$ cat config.mk
export PLATFORM = sky130hd
export DESIGN_NAME = rpi_nibble_xfer
export DESIGN_NICKNAME = d
export VERILOG_FILES = /design/src/rtl/rpi_nibble_xfer.sv
export SDC_FILE = /design/constraint.sdc
export NUM_CORES = 1
export LEC_CHECK = 0
export BUFFER_PORTS_ARGS = -buffer_cell sky130_fd_sc_hd__buf_4
export CORE_MARGIN = 3
export CORE_UTILIZATION = 36
export CTS_BUF_LIST = sky130_fd_sc_hd__clkbuf_4
export CTS_CLUSTER_DIAMETER = 200
export DETAILED_ROUTE_END_ITERATION = 7
export GPL_TIMING_DRIVEN = 1
export SLEW_MARGIN = 20
export SYNTH_ARGS = -nofsm -noshare
export SYNTH_HDL_FRONTEND = slang
export SYNTH_SLANG_ARGS = --single-unit
$ cat constraint.sdc
create_clock -name clk -period 2.25 [get_ports clk]
set_clock_uncertainty 0.2 [all_clocks]
set_input_delay 0.225 -clock clk [delete_from_list [all_inputs] [get_ports clk]]
set_output_delay 0.225 -clock clk [all_outputs]
set_load 0.005 [all_outputs]
$ cat src/rtl/rpi_nibble_xfer.sv
// rpi_nibble_xfer
//   Moves one byte per three-strobe Raspberry Pi frame between the 4-bit Pi
//   nibble bus and the TI-side byte registers. Strobe 0 latches the register
//   select, strobe 1 carries the high nibble, and strobe 2 the low nibble.
//   The Pi strobe and the Pi framing reset are asynchronous to clk and are
//   synchronised here.
//
// Ports
//   clk, reset_n      system clock, synchronous active-low reset
//   rpi_clk           Pi strobe (async); a rising edge advances the frame phase
//   rpi_reset         Pi framing reset (async, active-high)
//   reg_sel[3:0]      register select, sampled on the phase-0 strobe
//   rpi_din[3:0]      nibble written by the Pi
//   rpi_dout[3:0]     nibble read by the Pi
//   td_data, tc_data  TI->Pi data/control bytes (select index 0/1)
//   rd_data, rc_data  Pi->TI data/control bytes (select index 2/3)
//   rd_wr, rc_wr      one-cycle pulse when rd_data / rc_data is updated
//   frame_err         one-cycle pulse when a frame with an illegal select ends
module rpi_nibble_xfer #(
  parameter int SYNC_STAGES = 2
) (
  input  logic       clk,
  input  logic       reset_n,
  input  logic       rpi_clk,
  input  logic       rpi_reset,
  input  logic [3:0] reg_sel,
  input  logic [3:0] rpi_din,
  output logic [3:0] rpi_dout,
  input  logic [7:0] td_data,
  input  logic [7:0] tc_data,
  output logic [7:0] rd_data,
  output logic [7:0] rc_data,
  output logic       rd_wr,
  output logic       rc_wr,
  output logic       frame_err
);

  typedef enum logic [1:0] {PH0, PH1, PH2} phase_t;

  logic [SYNC_STAGES-1:0] clk_sync, rst_sync;
  logic                   clk_prev;
  logic                   strobe_edge, pi_rst;
  phase_t                 phase, phase_nxt;
  logic [3:0]             sel, hi_nib;
  logic                   sel_valid;
  logic [7:0]             shadow, snap;
  logic                   sel_legal, sel_write;

  // Synchronisers plus a delayed copy of the synchronised strobe for edge detect.
  always_ff @(posedge clk) begin
    if (!reset_n) begin
      clk_sync <= '0;
      rst_sync <= '0;
      clk_prev <= 1'b0;
    end else begin
      clk_sync <= {clk_sync[SYNC_STAGES-2:0], rpi_clk};
      rst_sync <= {rst_sync[SYNC_STAGES-2:0], rpi_reset};
      clk_prev <= clk_sync[SYNC_STAGES-1];
    end
  end

  assign strobe_edge = clk_sync[SYNC_STAGES-1] & ~clk_prev;
  assign pi_rst      = rst_sync[SYNC_STAGES-1];

  // Byte a read frame would capture if this strobe were phase 0.
  assign snap      = reg_sel[0] ? tc_data : td_data;
  assign sel_legal = (sel[3:2] == 2'b00);
  assign sel_write = sel[1];

  always_ff @(posedge clk) begin
    if (!reset_n) phase <= PH0;
    else          phase <= phase_nxt;
  end

  // Pi reset wins over a coincident strobe edge.
  always_comb begin
    phase_nxt = phase;
    if (pi_rst) begin
      phase_nxt = PH0;
    end else if (strobe_edge) begin
      case (phase)
        PH0:     phase_nxt = PH1;
        PH1:     phase_nxt = PH2;
        default: phase_nxt = PH0;
      endcase
    end
  end

  always_ff @(posedge clk) begin
    if (!reset_n) begin
      sel       <= '0;
      sel_valid <= 1'b0;
      hi_nib    <= '0;
      shadow    <= '0;
      rpi_dout  <= '0;
      rd_data   <= '0;
      rc_data   <= '0;
      rd_wr     <= 1'b0;
      rc_wr     <= 1'b0;
      frame_err <= 1'b0;
    end else begin
      rd_wr     <= 1'b0;
      rc_wr     <= 1'b0;
      frame_err <= 1'b0;
      if (pi_rst) begin
        // Drops any partial frame; target registers keep their contents.
        hi_nib    <= '0;
        sel_valid <= 1'b0;
        rpi_dout  <= '0;
      end else if (strobe_edge) begin
        case (phase)
          PH0: begin
            sel       <= reg_sel;
            sel_valid <= 1'b1;
            if (reg_sel[3:1] == 3'b000) begin
              // Snapshot keeps both nibbles of a read from the same byte.
              shadow   <= snap;
              rpi_dout <= snap[7:4];
            end else begin
              rpi_dout <= '0;
            end
          end
          PH1: begin
            if (sel_valid && sel_legal) begin
              if (sel_write) hi_nib   <= rpi_din;
              else           rpi_dout <= shadow[3:0];
            end
          end
          default: begin
            if (sel_valid) begin
              if (!sel_legal) begin
                frame_err <= 1'b1;
              end else if (sel_write) begin
                if (sel[0]) begin
                  rc_data <= {hi_nib, rpi_din};
                  rc_wr   <= 1'b1;
                end else begin
                  rd_data <= {hi_nib, rpi_din};
                  rd_wr   <= 1'b1;
                end
              end else begin
                rpi_dout <= '0;
              end
            end
            sel_valid <= 1'b0;
          end
        endcase
      end
    end
  end

endmodule

==> results.md <==
- FF-to-FF Start: sel_valid
- Number of hold violations in the final report: 0
- Global routing's busiest layer: met1
- Cell taking the most area after synthesis: dfxtp_1
- Clock root buffer: clkbuf_4
- Synth area leaders: dfxtp_1 (48%), mux2i_1 (11%), nand2_1 (6.8%), o21ai_0 (2.8%), mux2_2 (2.5%)
- Register area share after synthesis: 0.485
- GR Util met3: 0.0366
- Maximum number of pins on one net before global-route repair: 48
- Setup slack after layout: around 0.38 ns
- Layout cell share with drive strength beyond 1: 0.299
- Power Total: about 1500 uW
- # setup viols final: 0
- Core box area: 4560 um^2
- Critical Path AT: 1.92 ns
- Initial antenna violation count: 0
- Seq cells post-synth: 43
- Synthesized instance count: 181
- Kind of critical path: primary input to flop
- Worst Hold End: shadow[0]
- # DRC: 0
- GR Layer Usage met2: 0.188
- Area growth syn-to-layout: 34.6%
- Die Ht: ~76 um
- Start point of the critical path: reg_sel[1]
- GPL Wtd Cong: about 0.76
- RR Endpoint: rpi_dout[1]
- CP bufs+invs: 2
- Hold_sp: td_data[0]
- CP Launch Type: primary input
- Post-Route WL: around 3800 um
- H-tree lvl count: 2
- Reg2Reg Setup Slack: approximately 0.46 ns
- Distinct cell type count after synthesis: 31
- Fin nets: 268
- Inserted Clock Buffers: 5
- Sink Count: 43
- Final hold slack: between 0.02 and 0.025 ns
- Worst Tran Pin Value: around 0.52 ns
- First-pass DRT Iterations: 4
- Horiz. Die Dim: roughly 76 um
- Row Count: 24
- Period utilisation layout: 0.833
- Hold Path Class: primary input to flop
- Reg clk slew, reported paths: around 0.11 ns
- VDD IR max: around 0.42 mV
- Min Clock Period, post-route: 1.87 ns
- Buffers on Ports: 50
- Netlist Area Pre-Place: ~1800 um^2
- Hold depth: 4
- All-Layer GR Usage: 0.134
- Critical Path RT: 2.30 ns
- # diodes: 0
- Gr ovfl total: 0
- Post-synth net total: roughly 210
- Worst path max stage delay: ~0.54 ns
- Max Cap Viol: 0
- Crit end category: flop
- Leakage: between 0.001 and 0.0015 uW
- Clock latency on the worst-skew pair: ~0.35 ns
- Post-DP HPWL: between 2000 and 3000 um
- Dpl cells: roughly 290
- Register-to-Register Path Depth: 4
- Via count: approximately 1.4k
- Slew Viols, Final: 0
- Status: finished clean
- CTS tree: yes
- Worst Path Max Fanout: 8
- I/O pins: 51
- Vias/cell: 4.60
- Initial core utilization: 0.389
- Mapped Avg Cell Area: just under 10 um^2
- F_max: between 500 and 600 MHz
- Post-route ant nets: 0
- RSZ-0062 raised after global routing: no
- First-pass GRT wire length: between 6000 and 7000 um
- Post-Layout Cell Count: just over 300
- M1 GR Usage: 0.192
- Vias in the first global route: 1334
- Pwr per Cell Area: 633 nW/um^2
- Post-synth top area share: 0.485
- Setup TNS: 0 ns
- CP top delay family: simple AND/OR/NAND/NOR gates
- Pre-CTS WS: roughly 0.48 ns
- Die area: 5810 um^2
- Worst-case clock buffer depth: 2
- WL/cell: roughly 12 um
- Critical path's slowest cell: dlygate4sd3_1
- Initial DRC count: 75
- Slew headroom: 0.655
- Ys Warns: 0
- CP cell instances: dlygate4sd3_1 -> buf_4 -> or3_1 -> nor4_4 -> nand2_1 -> o211a_1
worst max-delay path by stage:
stage	slack, ns	end	depth (start not counted)
after floorplan	0.70	hi_nib[0]	5
after global placement	0.59	hi_nib[3]	4
after detailed placement	0.48	rpi_dout[1]	4
after CTS	0.36	shadow[0]	6
after global routing	0.26	shadow[3]	6
final	0.38	shadow[1]	6
layout make-up:
class                      instances  area [um^2]
clock buffer                       6         45.0
clock inverter                     2         60.1
fill                             462         2170
multi-input combinational        129          865
sequential                        43          861
tap                               65         81.3
timing repair buffer              61          480
cell families (layout without fill, tap and decap cells):
logic type / after synthesis / after routing / share of synthesized area
AOI/OAI and AO/OA: 21 / 21 / 0.0803
buffers and inverters: 9 / 69 / 0.0289
DFF: 43 / 43 / 0.485
muxes: 24 / 24 / 0.138
and+or+nand+nor: 84 / 84 / 0.268
metal layers:
layer / up-vias / share of wire
li1: 744 / -
met1: 621 / 0.51
met2: 34 / 0.43
met3: 8 / 0.044
met4: 0 / 0.018
met5: - / 0
synth_stat cells:
cell type and instances:
a21oi_1 2, a221oi_1 4, and2_1 6, and2b_2 1
and3_1 1, buf_2 2, buf_6 2, clkbuf_1 5
dfxtp_1 43, mux2_2 4, mux2i_1 20, nand2_1 32
nand2_2 1, nand2b_1 1, nand2b_4 1, nand3_1 8
nand3b_1 1, nand4bb_4 1, nor2_1 12, nor2b_1 5
nor3_1 6, nor3_4 1, nor3b_1 1, nor4_4 2
nor4b_1 1, o211a_1 4, o21a_1 1, o21ai_0 10
or2_2 1, or3_1 1, or3b_1 1
power by group:
group | switching (uW) | total, uW | internal [uW]
clock network | 243 | 602 | 359
logic | 54.9 | 128 | 72.7
registers | 11.1 | 784 | 773
total | 309 | 1510 | 1200
placed cells by master (no fill, tap or decap):
cell type      instances
buf_4                 52
dfxtp_1               43
nand2_1               32
mux2i_1               20
nor2_1                12
o21ai_0               10
dlygate4sd3_1          9
nand3_1                8
and2_1                 6
nor3_1                 6
clkbuf_4               6
nor2b_1                5
o211a_1                4
mux2_2                 4
a221oi_1               4
nor4_4                 2
a21oi_1                2
bufinv_16              2
nand2b_4               1
or2_2                  1
nor3_4                 1
nand2b_1               1
nand4bb_4              1
and2b_2                1
or3b_1                 1
nand3b_1               1
nor3b_1                1
or3_1                  1
nor4b_1                1
o21a_1                 1
nand2_2                1
and3_1                 1
sequential cells by signal, summed over array words and instances (netlist names):
signal     flops
rc_data        8
sel            4
rpi_dout       4
frame_err      1
sel_valid      1
phase          2
clk_sync       2
rd_data        8
rc_wr          1
shadow         4
hi_nib         4
clk_prev       1
rd_wr          1
rst_sync       2
stage by stage:
stage	cell area (um^2)	util
finish	2390	0.524
CTS	2390	0.524
floorplan	1780	-
detailed placement	2200	0.481
global placement	2200	0.481
global route	2390	0.524
worst min-delay path, delay by kind of cell:
kind	cells	cell delay, ns
muxes	1	0.05
AOI/OAI and AO/OA	1	0.13
buffers and inverters	1	0.07
and+or+nand+nor	1	0.06
repair_timing:
item | CTS | global route
endpoints found under the hold margin | 17 | 0
resized for setup | 0 | 0
hold buffers | 9 | 0
buffers inserted | 0 | 0
(Power assumes the default switching activity.)
